[config.mk]
export PLATFORM = sky130hd
export DESIGN_NAME = ber_sync_counter
export DESIGN_NICKNAME = d
export VERILOG_FILES = /design/src/rtl/ber_sync_counter.sv
export SDC_FILE = /design/constraint.sdc
export NUM_CORES = 1
export LEC_CHECK = 0
export CAP_MARGIN = 20
export CORE_ASPECT_RATIO = 1.5
export CORE_UTILIZATION = 40
export DETAILED_ROUTE_END_ITERATION = 7
export GPL_TIMING_DRIVEN = 1
export HOLD_SLACK_MARGIN = 0.15
export PLACE_DENSITY = 0.57
export SYNTH_ARGS = -nofsm -noshare
export SYNTH_HDL_FRONTEND = slang
export SYNTH_SLANG_ARGS = --single-unit
export TNS_END_PERCENT = 5
[constraint.sdc]
create_clock -name clk -period 5.3 [get_ports clk]
set_input_delay 0.53 -clock clk [delete_from_list [all_inputs] [get_ports clk]]
set_output_delay 0.53 -clock clk [all_outputs]
set_load 0.1 [all_outputs]
[src/rtl/ber_sync_counter.sv]
// ============================================================================
//  Module   : ber_sync_counter
//  Function : Bit-error-rate checker for one PRBS rail. Scans MAX_DELAY
//             reference-to-received offsets over WINDOW enables each, locks on
//             the offset with the fewest errors (if within ERR_THRESH), then
//             accumulates saturating bit and error counts.
//  Options  : define BER_RELOCK_EN to drop lock and rescan when a locked
//             window sees more than ERR_THRESH errors.
//  Revision : 1.0  initial release
// ============================================================================
`default_nettype none

module ber_sync_counter #(
  parameter int MAX_DELAY  = 16,
  parameter int WINDOW     = 128,
  parameter int ERR_THRESH = 0,
  parameter int CNT_W      = 32
) (
  input  logic                         clk,
  input  logic                         rst,
  input  logic                         i_enable,
  input  logic                         i_ref,
  input  logic                         i_rx,
  input  logic                         i_clear,
  output logic                         o_locked,
  output logic [$clog2(MAX_DELAY)-1:0] o_delay,
  output logic [CNT_W-1:0]             o_bit_count,
  output logic [CNT_W-1:0]             o_err_count,
  output logic                         o_error_flag
);

  localparam int DW  = $clog2(MAX_DELAY);
  localparam int WCW = (WINDOW > 1) ? $clog2(WINDOW) : 1;
  // One spare code so the "no best yet" marker is always above any window sum
  localparam int EW  = $clog2(WINDOW + 2);

  localparam logic [WCW-1:0]   c_win_last = WCW'(WINDOW - 1);
  localparam logic [DW-1:0]    c_d_last   = DW'(MAX_DELAY - 1);
  localparam logic [CNT_W-1:0] c_cnt_max  = '1;
  localparam logic [EW-1:0]    c_err_init = '1;
  localparam logic [31:0]      c_thresh   = 32'(ERR_THRESH);

  typedef enum logic {
    ST_SCAN = 1'b0,
    ST_LOCK = 1'b1
  } state_t;

  state_t                 state_q;
  logic [MAX_DELAY-2:0]   dl_q;
  logic [MAX_DELAY-2:0]   dl_d;
  logic [DW-1:0]          d_q;
  logic [WCW-1:0]         win_cnt_q;
  logic [EW-1:0]          win_err_q;
  logic [EW-1:0]          best_err_q;
  logic [DW-1:0]          best_d_q;
  logic                   locked_q;
  logic [DW-1:0]          delay_q;
  logic [CNT_W-1:0]       bit_cnt_q;
  logic [CNT_W-1:0]       err_cnt_q;
  logic                   flag_q;

  logic [MAX_DELAY-1:0]   w_taps;
  logic                   w_scan_mis;
  logic                   w_lock_mis;
  logic                   w_mis;
  logic [EW-1:0]          w_win_sum;
  logic                   w_win_end;
  logic                   w_better;
  logic [EW-1:0]          w_best_err;
  logic [DW-1:0]          w_best_d;
  logic                   w_lock_ok;

  // Tap selection, running window sum and best-candidate bookkeeping
  always_comb begin
    // Tap 0 is the live reference, tap k is the reference k enables ago
    w_taps     = {dl_q, i_ref};
    dl_d       = w_taps[MAX_DELAY-2:0];
    w_scan_mis = w_taps[d_q] ^ i_rx;
    w_lock_mis = w_taps[delay_q] ^ i_rx;
    w_mis      = (state_q == ST_LOCK) ? w_lock_mis : w_scan_mis;
    // Window total including the mismatch on the current enable
    w_win_sum  = win_err_q + EW'(w_mis);
    w_win_end  = (win_cnt_q == c_win_last);
    // Strictly-less keeps the lowest offset on ties
    w_better   = (w_win_sum < best_err_q);
    w_best_err = w_better ? w_win_sum : best_err_q;
    w_best_d   = w_better ? d_q : best_d_q;
    w_lock_ok  = (32'(w_best_err) <= c_thresh);
  end

`ifdef BER_RELOCK_EN
  logic w_relock;
  assign w_relock = (32'(w_win_sum) > c_thresh);
`endif

  // Reference delay line; shifts on every enable, even during a clear
  always_ff @(posedge clk or negedge rst) begin
    if (!rst) begin
      dl_q <= '0;
    end else if (i_enable) begin
      dl_q <= dl_d;
    end
  end

  // Scan/lock state machine with registered outputs and counters
  always_ff @(posedge clk or negedge rst) begin
    if (!rst) begin
      state_q    <= ST_SCAN;
      d_q        <= '0;
      win_cnt_q  <= '0;
      win_err_q  <= '0;
      best_err_q <= c_err_init;
      best_d_q   <= '0;
      locked_q   <= 1'b0;
      delay_q    <= '0;
      bit_cnt_q  <= '0;
      err_cnt_q  <= '0;
      flag_q     <= 1'b0;
    end else if (i_clear) begin
      // Clear wins over a coincident enable and restarts the search
      state_q    <= ST_SCAN;
      d_q        <= '0;
      win_cnt_q  <= '0;
      win_err_q  <= '0;
      best_err_q <= c_err_init;
      best_d_q   <= '0;
      locked_q   <= 1'b0;
      delay_q    <= '0;
      bit_cnt_q  <= '0;
      err_cnt_q  <= '0;
      flag_q     <= 1'b0;
    end else if (i_enable) begin
      case (state_q)
        ST_SCAN: begin
          if (w_win_end) begin
            win_cnt_q <= '0;
            win_err_q <= '0;
            if (d_q == c_d_last) begin
              // Whole offset range visited: lock or start over
              d_q        <= '0;
              best_err_q <= c_err_init;
              best_d_q   <= '0;
              if (w_lock_ok) begin
                state_q  <= ST_LOCK;
                locked_q <= 1'b1;
                delay_q  <= w_best_d;
              end
            end else begin
              d_q        <= d_q + DW'(1);
              best_err_q <= w_best_err;
              best_d_q   <= w_best_d;
            end
          end else begin
            win_cnt_q <= win_cnt_q + WCW'(1);
            win_err_q <= w_win_sum;
          end
        end

        ST_LOCK: begin
          if (bit_cnt_q != c_cnt_max) begin
            bit_cnt_q <= bit_cnt_q + CNT_W'(1);
          end
          if (w_lock_mis) begin
            flag_q <= 1'b1;
            if (err_cnt_q != c_cnt_max) begin
              err_cnt_q <= err_cnt_q + CNT_W'(1);
            end
          end
`ifdef BER_RELOCK_EN
          // Monitor link quality per window; a bad window forces a rescan
          if (w_win_end) begin
            win_cnt_q <= '0;
            win_err_q <= '0;
            if (w_relock) begin
              state_q    <= ST_SCAN;
              d_q        <= '0;
              best_err_q <= c_err_init;
              best_d_q   <= '0;
              locked_q   <= 1'b0;
              delay_q    <= '0;
              bit_cnt_q  <= '0;
              err_cnt_q  <= '0;
              flag_q     <= 1'b0;
            end
          end else begin
            win_cnt_q <= win_cnt_q + WCW'(1);
            win_err_q <= w_win_sum;
          end
`endif
        end

        default: begin
          state_q <= ST_SCAN;
        end
      endcase
    end
  end

  assign o_locked     = locked_q;
  assign o_delay      = delay_q;
  assign o_bit_count  = bit_cnt_q;
  assign o_err_count  = err_cnt_q;
  assign o_error_flag = flag_q;

endmodule

`default_nettype wire

==> results of run 1 <==
## final timing paths
path / end / cells after the start / slack [ns] / from
max: o_delay[2]$_DFFE_PN0P_ / 17 / 0.34 / d_q[0]$_DFFE_PN0P_
min in group asynchronous: o_err_count[8]$_DFFE_PN0P_ / 2 / 0.63 / rst
min reg2reg: win_err_q[0]$_DFFE_PN0P_ / 2 / 0.50 / win_err_q[0]$_DFFE_PN0P_
max reg2reg: o_delay[2]$_DFFE_PN0P_ / 17 / 0.34 / d_q[0]$_DFFE_PN0P_
max in group asynchronous: d_q[0]$_DFFE_PN0P_ / 4 / 3.48 / rst
min: o_locked$_DFFE_PN0P_ / 2 / 0.43 / i_clear
## cell usage after synthesis, drive strengths merged (2+ instances only)
| library cell | n | area, um^2 |
|---|---|---|
| dfrtp | 109 | 2730 |
| nor2 | 70 | 273 |
| nand2 | 57 | 214 |
| o21ai | 43 | 215 |
| a21oi | 37 | 185 |
| nand3 | 31 | 168 |
| xor2 | 23 | 201 |
| inv | 22 | 82.6 |
| or3 | 20 | 125 |
| and3 | 18 | 113 |
| mux2 | 18 | 203 |
| clkbuf | 17 | 63.8 |
| xnor2 | 17 | 149 |
| nand4 | 15 | 93.8 |
| ha | 13 | 163 |
| mux2i | 13 | 138 |
| buf | 10 | 71.3 |
| a211oi | 9 | 72.6 |
| dfstp | 8 | 210 |
| nor3 | 8 | 45.0 |
| nand3b | 7 | 52.6 |
| nor4 | 7 | 50.1 |
| a21o | 6 | 52.6 |
| a22o | 6 | 52.6 |
| a22oi | 6 | 45.0 |
| and2 | 6 | 40.0 |
| nand2b | 6 | 37.5 |
| o31ai | 6 | 45.0 |
| a221o | 5 | 50.1 |
| mux4 | 5 | 113 |
| or4 | 5 | 41.3 |
| a31oi | 4 | 25.0 |
| a31o | 3 | 26.3 |
| and4 | 3 | 28.8 |
| nor2b | 3 | 18.8 |
| a211o | 2 | 17.5 |
| nand4b | 2 | 17.5 |
| o32a | 2 | 20.0 |
| o41ai | 2 | 17.5 |
| or2 | 2 | 12.5 |
## critical path, cell delays in order, from the launching register on
cell	delay [ns]
dfrtp_2	0.51
mux4_2	0.54
mux4_2	0.47
nor2_1	0.09
a21oi_1	0.05
xor2_1	0.25
ha_1	0.27
ha_1	0.35
nand3_1	0.13
xor2_1	0.26
inv_1	0.07
ha_1	0.18
a21o_1	0.17
a21o_1	0.19
a221o_1	0.44
mux2i_1	0.36
o21ai_1	0.13
a221o_1	0.37
## layout by cell type, fill, tap and decap left out, drive strengths merged, types with 6 or more instances in the layout
cell type	n
a22o	6
nor3	8
and3	18
a22oi	6
dfstp	8
nand2	57
a21o	6
a211oi	9
buf	10
and2	6
clkdlybuf4s50	73
o21ai	43
ha	13
mux2	18
or3	20
dfrtp	109
clkbuf	17
nor4	7
a21oi	37
nand3	31
nand2b	6
inv	22
xor2	23
o31ai	6
mux2i	13
nand3b	7
xnor2	17
clkinv	7
nand4	15
nor2	70
## registers in the layout (all words and copies together), names as in the netlist
name and cells:
o_bit_count 32, best_err_q 8, o_locked 1, best_d_q 4
win_cnt_q 7, o_error_flag 1, d_q 4, dl_q 15
o_delay 4, win_err_q 8, state_q 1, o_err_count 32
## area by class of cell
cell class                      instances  area (um^2)
Tap cell                              203          254
Multi-Input combinational cell        486         3170
Inverter                               23         86.3
Clock inverter                         13          161
Fill cell                            1463         7680
Sequential cell                       117         2940
Timing Repair Buffer                   84          833
Clock buffer                           17          425
## cells by family after synthesis
| kind of cell | count (synthesis) |
|---|---|
| multiplexers | 36 |
| adder cells (fa/ha/maj) | 13 |
| AND/OR/NAND/NOR | 261 |
| buffers and inverters | 50 |
| AO/OA/AOI/OAI | 136 |
| XOR/XNOR | 40 |
| flip-flops | 117 |
## where the power goes
group / internal (mW) / switching, mW / total, mW
combinational: 0.0727 / 0.0721 / 0.145
clock: 0.732 / 0.417 / 1.15
sequential: 0.940 / 0.0446 / 0.984
total: 1.74 / 0.534 / 2.28
## metal layers
metal,global-route usage,part of all wire,vias up
met5,0,0,-
met4,0.0664,0.016,0
met3,0.0372,0.027,19
met2,0.357,0.52,89
met1,0.229,0.44,2551
li1,-,-,2493
## repair_timing
action,CTS,global route
hold endpoints to repair,0,34
hold buffers,0,1
gates resized for setup,0,1
endpoints found under the setup margin,0,4
==> results.md, run 1 <==
* Outcome: finished, final reports clean
* Slew headroom at 0.314
* Slew Viols, Final at 0
* Final WL at 15.4 mm
* Iter 0 DRT Violations at 238
* Number of instances in the placed design at 911
* CP endpoint kind: register
* First-pass GRT wire length at 25.7 mm
* Clock Latency Late Sink at 0.40 ns
* Vias post-DR at 5152
* I/O Pins at 76
* Rows at 56
* Fin nets at 748
* Clock sink count at 117
* Die area at 0.0163 mm^2
* Initial antenna violation count at 0
* Syn Area/Cell at 9.70 um^2
* Max rail drop VDD at 0.166 mV
* Largest net degree at the start of global routing at 81
* RD Place Congestion at 0.870
* Synth cell types at 62
* DRC Markers at 0
* Multiplexer area fraction after synthesis at 0.0715
* Clock Skew at 0.00744 ns
* Clock-pin slew of the registers on the worst-case setup and hold paths at 0.06 ns
* Synthesis Warnings at 0
* XOR/XNOR Fraction of Synth Area at 0.0553
* Max clock buf depth at 2
* Startpoint Class: register
* Seq/Total Area, Yosys at 0.464
* DR vias/cell at 5.46
* Antenna cells at 0
* Primary FF master, synth: dfrtp_1
* Port Buffer Count at 75
* Syn Nets at 672
* # setup viols final at 0
* MaxCap Viol Count at 0
* FFs w/ async S/R, synth at 1.00
* RSZ-0062 raised after global routing: no
* Req. time, crit path at 5.58 ns
* Vias in the first global route at 5188
* Pwr dens at 289 mW/mm^2
* Pwr Total at 2.28 mW
* Setup Fix Bufs, Post-CTS at 0
* Die height at 156 um
* Post-synthesis adder-cell area fraction at 0.0257
* Area after DPL at 0.00725 mm^2
* Critical path class: reg2reg
* FMAX at 201 MHz
* Worst setup margin at 0.335 ns
* Share of layout cells above drive strength 1 at 0.114
* Gate Count Post-Synth at 653
* Hold Violations, Final at 0
* Seq cells post-synth at 117
* Post-Place Worst Slack at -0.0169 ns
* Clock Root Buffer: clkbuf_16
* Largest family of logic cells by synthesized area: simple AND/OR/NAND/NOR gates
* CTS tree: built
* Post-synth EDFFs at 0
* Routed len/inst at 16.3 um
* Final instance count without filler cells at 943
* Hold slack at 0.433 ns
* Htree depth at 4
* Minimum clock period at 4.96 ns
* Fin area at 0.00787 mm^2
* Initial cell density of the core at 0.407
* CTS buffer count at 17
* Final Core Density at 0.506
* Setup tns final at 0 ns
* Core Box Area at 0.0156 mm^2
* Worst-path fanout max at 10
* Worst Tran Pin Value at 1.03 ns
* Leakage at 3.23 nW
* Post-Syn Area at 0.00633 mm^2
* Post-detail-place hpwl at 10.7 mm
* GRT Total Usage at 0.196
* Final ANT Viol Nets at 0
* Worst Hold Class: in2reg
* Width of the chip at 105 um
* Crit path DAT at 5.25 ns
* 1st-pass router iterations at 4
* Post-synthesis simple-gate area fraction at 0.211
* Compound-cell area share of the yosys netlist at 0.137
* Tcrit/Tclk final at 0.937
* Remaining Overflow, GRT at 0
* Synth-to-Final Area Change at 24.3%
No activity file was read; power rests on OpenSTA's default activity.
==> run 2, diff against run 1 <==
- CORE_UTILIZATION: 40 -> 55
- PLACE_DENSITY: 0.57 -> 0.76
==> run 2 against run 1 <==
  * Largest power group unchanged
  * Die area decreased by 27%
  * Flip-flop and latch count stayed put
  * Cell area fell by 1.2%
  * Sequential power hardly changed
  * Combinational power decreased by 3%
  * Clock-buffer cell count grew 4
  * First-iteration DRC count grew 21%
==> results.md, run 2 (synthesized netlist as in run 1, its figures left out) <==
* Outcome: finished, final reports clean
* Clock-pin slew of the registers on the worst-case setup and hold paths at 0.05 ns (about the same)
* Fin nets at 745 (-0.40%)
* Remaining Overflow, GRT at 0 (unchanged)
* FMAX at 205 MHz (+1.8%)
* Hold slack at 0.192 ns (-0.242 ns)
* Area after DPL at 0.00717 mm^2 (-1.1%)
* Max rail drop VDD at 0.246 mV (+49%)
* Clock sink count at 117 (unchanged)
* Setup tns final at 0 ns (unchanged)
* Post-detail-place hpwl at 9.97 mm (-7.1%)
* First-pass GRT wire length at 24.3 mm (-5.5%)
* Antenna cells at 0 (unchanged)
* Final ANT Viol Nets at 0 (unchanged)
* Tcrit/Tclk final at 0.920 (-0.0168)
* MaxCap Viol Count at 0 (unchanged)
* Final WL at 14.6 mm (-5.1%)
* Htree depth at 4 (unchanged)
* Critical path class: reg2reg
* Startpoint Class: register
* Clock Root Buffer: clkbuf_16
* Max clock buf depth at 2 (unchanged)
* Worst setup margin at 0.424 ns (+0.0888 ns)
* Commonest cells after routing, fill and taps aside: dfrtp_1 (108), clkdlybuf4s50_1 (73), nor2_1 (68)
* Width of the chip at 89.6 um (-14%)
* CP endpoint kind: register
* Worst-path fanout max at 10 (unchanged)
* Number of instances in the placed design at 854 (-6.3%)
* Minimum clock period at 4.88 ns (-0.0888 ns)
* Leakage at 3.22 nW (-0.33%)
* Req. time, crit path at 5.59 ns (about the same)
* CTS buffer count at 17 (unchanged)
* Share of layout cells above drive strength 1 at 0.113 (-0.000895)
* Setup Fix Bufs, Post-CTS at 0 (unchanged)
* Clock Skew at 0.00934 ns (+0.00191 ns)
* DR vias/cell at 6.04 (+10%)
* Final Core Density at 0.700 (+0.194)
* DRC Markers at 0 (unchanged)
* CTS tree: built
* Initial antenna violation count at 0 (unchanged)
* Post-cts sizing count at 0 (unchanged)
* # setup viols final at 0 (unchanged)
* Routed len/inst at 16.5 um (+1.2%)
* RSZ-0062 raised after global routing: no
* Worst Tran Pin Value at 1.04 ns (+0.0179 ns)
* 1st-pass router iterations at 4 (unchanged)
* Final instance count without filler cells at 884 (-6.3%)
* Pwr dens at 293 mW/mm^2 (+1.2%)
* Die area at 0.0120 mm^2 (-27%)
* Clock Latency Late Sink at 0.41 ns (about the same)
* GRT Total Usage at 0.262 (+0.0663)
* Most common cell after layout, fill and taps aside: dfrtp_1
* Slew headroom at 0.302 (-0.0120)
* Port Buffer Count at 75 (unchanged)
* Slew Viols, Final at 0 (unchanged)
* Fin area at 0.00778 mm^2 (-1.2%)
* Crit path DAT at 5.16 ns (-0.09 ns)
* Rows at 47 (-16%)
* # fillers at 823 (-44%)
* Initial cell density of the core at 0.570 (+0.163)
* Synth-to-Final Area Change at 22.8%
* Vias in the first global route at 5140 (-0.93%)
* Worst Hold Class: in2async
* Largest net degree at the start of global routing at 63 (-22%)
* Die height at 133 um (-15%)
* Core Box Area at 0.0111 mm^2 (-29%)
* RD Place Congestion at 0.872 (+0.22%)
* I/O Pins at 76 (unchanged)
* Pwr Total at 2.28 mW (about the same)
* Iter 0 DRT Violations at 287 (+21%)
* Vias post-DR at 5336 (+3.6%)
* Post-Place Worst Slack at 0.0434 ns (+0.0603 ns)
* Hold Violations, Final at 0 (unchanged)
* # hold bufs at CTS at 0 (unchanged)
run 2: changes by cell type in the layout (fill, tap and decap cells not counted):
cell / previous run / this run
nor4_1: 6 / 5
buf_16: 1 / 0
mux2i_1: 11 / 10
buf_4: 8 / 7
clkinvlp_4: 4 / 3
nor4_2: 1 / 2
clkinv_4: 3 / 0
clkbuf_8: 0 / 3
dlygate4sd3_1: 1 / 0
clkbuf_1: 0 / 1
mux2i_2: 2 / 3
run 2: worst paths after layout:
| check | startpoint | endpoint | slack, ns | depth (start not counted) |
|---|---|---|---|---|
| setup / recovery | d_q[0]$_DFFE_PN0P_ | o_delay[1]$_DFFE_PN0P_ | 0.42 | 16 |
| hold / removal | rst | o_err_count[8]$_DFFE_PN0P_ | 0.19 | 1 |
| setup reg to reg | d_q[0]$_DFFE_PN0P_ | o_delay[1]$_DFFE_PN0P_ | 0.42 | 16 |
| hold reg to reg | win_err_q[0]$_DFFE_PN0P_ | win_err_q[0]$_DFFE_PN0P_ | 0.49 | 2 |
| max in group asynchronous | rst | d_q[0]$_DFFE_PN0P_ | 3.88 | 2 |
| min in group clk | win_err_q[0]$_DFFE_PN0P_ | win_err_q[0]$_DFFE_PN0P_ | 0.49 | 2 |
run 2: where the power goes:
group	total, mW	leakage [nW]	internal, mW	switching [mW]
Sequential	0.984	1.57	0.941	0.0439
Combinational	0.140	1.36	0.0701	0.0699
Clock	1.15	0.287	0.767	0.386
run 2: final cells by class:
type                       instances  area [um^2]  share of cell area
clock buffer                      21          470              0.0605
clock inverter                     9          128              0.0164
inverter                          23         86.3              0.0111
multi-input combinational        486         3180               0.409
sequential                       117         2940               0.378
tap                              147          184              0.0236
timing repair buffer              81          788               0.101
run 2: layer usage:
| layer | vias to the layer above | share of wire | wire length, um | track usage |
|---|---|---|---|---|
| met5 | - | 0 | 0 | 0 |
| met4 | 0 | 0.027 | 392 | 0.0970 |
| met1 | 2665 | 0.40 | 5800 | 0.311 |
| li1 | 2496 | - | - | - |
| met3 | 37 | 0.036 | 527 | 0.0576 |
| met2 | 138 | 0.54 | 7850 | 0.454 |
run 2: worst max-delay path, stage by stage, from the launching register on:
cell	delay, ns
dfrtp_2	0.51
mux4_2	0.55
mux4_2	0.49
nor2_1	0.10
a21oi_1	0.05
xor2_1	0.20
ha_1	0.25
ha_1	0.34
nand4_1	0.17
xor2_1	0.27
inv_1	0.08
ha_1	0.29
a21o_1	0.16
a221o_1	0.45
mux2i_2	0.31
nor2_1	0.13
a221o_1	0.39
==> run 3, diff against run 2 <==
- CORE_UTILIZATION: 55 -> 45
- PLACE_DENSITY: 0.76 -> 0.64
==> run 3 against run 2 <==
  * Maximum frequency shrank 0.24%
  * Clock skew grew 0.0015 ns
  * Largest cell class unchanged
  * Final cell count grew 2.6%
  * Flip-flop and latch count is the same
  * Clock power grew 3%
  * Cell area grew 1.2%
  * Register-to-register slack is essentially flat
  * First-iteration DRC count shrank 19%
==> results.md, run 3 (synthesized netlist as in run 1, its figures left out) <==
* Outcome: finished, final reports clean
* Crit path DAT at 5.18 ns (+0.02 ns)
* Req. time, crit path at 5.60 ns (about the same)
* Worst Hold Class: in2reg
* Worst setup margin at 0.412 ns (-0.0120 ns)
* Post-cts sizing count at 0 (unchanged)
* DR vias/cell at 5.79 (-4.2%)
* Largest net degree at the start of global routing at 82 (+30%)
* Slew Viols, Final at 0 (unchanged)
* Internal power at 1.77 mW (-0.41%)
* Clock Skew at 0.0108 ns (+0.00149 ns)
* # hold bufs at CTS at 0 (unchanged)
* Commonest cells after routing, fill and taps aside: dfrtp_1 (109), clkdlybuf4s50_1 (73), nor2_1 (68)
* # setup viols final at 0 (unchanged)
* Clock-pin slew of the registers on the worst-case setup and hold paths at 0.06 ns (about the same)
* Port Buffer Count at 75 (unchanged)
* Number of instances in the placed design at 873 (+2.2%)
* Synth-to-Final Area Change at 24.3%
* Pwr Total at 2.32 mW (+1.9%)
* Net switching power at 0.552 mW (+10%)
* First-pass GRT wire length at 25.4 mm (+4.6%)
* RSZ-0062 raised after global routing: no
* Post-detail-place hpwl at 10.4 mm (+4.5%)
* Width of the chip at 98.9 um (+10%)
* Final instance count without filler cells at 907 (+2.6%)
* Clock Root Buffer: clkbuf_16
* CTS buffer count at 17 (unchanged)
* CP endpoint kind: register
* Sw Ratio at 0.238 (+0.0180)
* Htree depth at 4 (unchanged)
* Pwr dens at 295 mW/mm^2 (+0.73%)
* Routed len/inst at 16.5 um (+0.39%)
* Max clock buf depth at 2 (unchanged)
* Remaining Overflow, GRT at 0 (unchanged)
* Worst-path fanout max at 10 (unchanged)
* Hold Violations, Final at 0 (unchanged)
* Final ANT Viol Nets at 0 (unchanged)
* Post-Place Worst Slack at 0.163 ns (+0.119 ns)
* I/O Pins at 76 (unchanged)
* Initial cell density of the core at 0.466 (-0.104)
* Area after DPL at 0.00722 mm^2 (+0.68%)
* Startpoint Class: register
* Worst Tran Pin Value at 1.03 ns (-0.0114 ns)
* Crit-path cells: mux4_2 -> mux4_2 -> nor2_1 -> a21oi_1 -> xor2_1 -> ha_1 -> ha_1 -> nand4_1 -> xor2_1 -> inv_1 -> ha_1 -> a21o_1 -> a221o_1 -> mux2i_1 -> o21ai_1 -> a221o_1
* Most common cell after layout, fill and taps aside: dfrtp_1
* Clock Latency Late Sink at 0.41 ns (about the same)
* Clock sink count at 117 (unchanged)
* Die area at 0.0146 mm^2 (+22%)
* Vias post-DR at 5247 (-1.7%)
* Die height at 147 um (+10%)
* Critical path class: reg2reg
* Combinational share of power at 0.063 (+0.002)
* Fin area at 0.00787 mm^2 (+1.2%)
* 1st-pass router iterations at 5 (+1)
* CTS tree: built
* Setup tns final at 0 ns (unchanged)
* Max rail drop VDD at 0.223 mV (-9.4%)
* CP dominant cell by count: ha_1
* MaxCap Viol Count at 0 (unchanged)
* Rows at 52 (+11%)
* Initial antenna violation count at 0 (unchanged)
* FMAX at 205 MHz (-0.24%)
* Worst path max stage delay at 0.61 ns (+0.06 ns)
* Share of layout cells above drive strength 1 at 0.117 (+0.00416)
* Iter 0 DRT Violations at 233 (-19%)
* Setup Fix Bufs, Post-CTS at 0 (unchanged)
* Antenna cells at 0 (unchanged)
* Flop pwr share at 0.425 (-0.007)
* Leakage at 3.26 nW (+1.2%)
* Clock power share at 0.512 (+0.006)
* Minimum clock period at 4.89 ns (+0.0120 ns)
* DRC Markers at 0 (unchanged)
* Slew headroom at 0.309 (+0.00761)
* Slowest cell on crit path: dfrtp_1
* Fin nets at 751 (+0.81%)
* Core Box Area at 0.0136 mm^2 (+22%)
* GRT Total Usage at 0.219 (-0.0426)
* Tcrit/Tclk final at 0.922 (+0.00226)
* Final WL at 15.0 mm (+3.0%)
* RD Place Congestion at 0.884 (+1.4%)
* Vias in the first global route at 5197 (+1.1%)
==> run 3: critical path, delay by kind of cell, from the launching register on <==
kind                       cells  cell delay, ns
xor gates and xnor gates       2            0.48
DFF                            1            0.61
muxes                          3            1.37
AOI/OAI and AO/OA              5            1.16
and+or+nand+nor                2            0.23
adders and majority gates      3            0.85
buffers and inverters          1            0.08
==> run 3: cell type report <==
class,count,area [um^2]
Tap cell,162,203
Inverter,23,86.3
Sequential cell,117,2940
Clock buffer,19,443
Timing Repair Buffer,87,856
Clock inverter,13,174
Fill cell,1163,5730
Multi-Input combinational cell,486,3170
==> run 3: final timing paths <==
kind                                     startpoint                    endpoint  slack, ns  cells past startpoint
max reg2reg                      d_q[0]$_DFFE_PN0P_      o_delay[3]$_DFFE_PN0P_       0.41                     16
min                                         i_clear    win_cnt_q[1]$_DFFE_PN0P_       0.48                      2
max in group asynchronous                       rst  o_bit_count[1]$_DFFE_PN0P_       3.68                      4
min in group asynchronous                       rst  o_err_count[7]$_DFFE_PN0P_       0.51                      2
max                              d_q[0]$_DFFE_PN0P_      o_delay[3]$_DFFE_PN0P_       0.41                     16
min reg2reg                win_err_q[0]$_DFFE_PN0P_    win_err_q[0]$_DFFE_PN0P_       0.50                      2
==> run 3: power by group through the flow <==
stage	Combinational [mW]	Sequential (mW)	Clock, mW
after detailed placement	0.144	1.00	0
after global routing	0.162	0.993	1.24
after global placement	0.139	1.00	0
after floorplan	0.101	0.983	0
after CTS	0.145	0.986	1.21
final	0.146	0.987	1.19
==> run 3: routing by layer <==
metal	share of wire	vias up	GRT usage	wire, um
li1	-	2522	-	-
met1	0.42	2598	0.258	6230
met2	0.54	112	0.394	8060
met3	0.034	15	0.0385	515
met4	0.013	0	0.0836	197
met5	0	-	0	0
==> run 3: per-stage QoR <==
step | util | hold slack (ns)
after floorplan | - | 0.234
after global placement | 0.531 | 0.477
after detailed placement | 0.531 | 0.483
after CTS | 0.576 | 0.333
after global routing | 0.579 | 0.491
final | 0.579 | 0.478
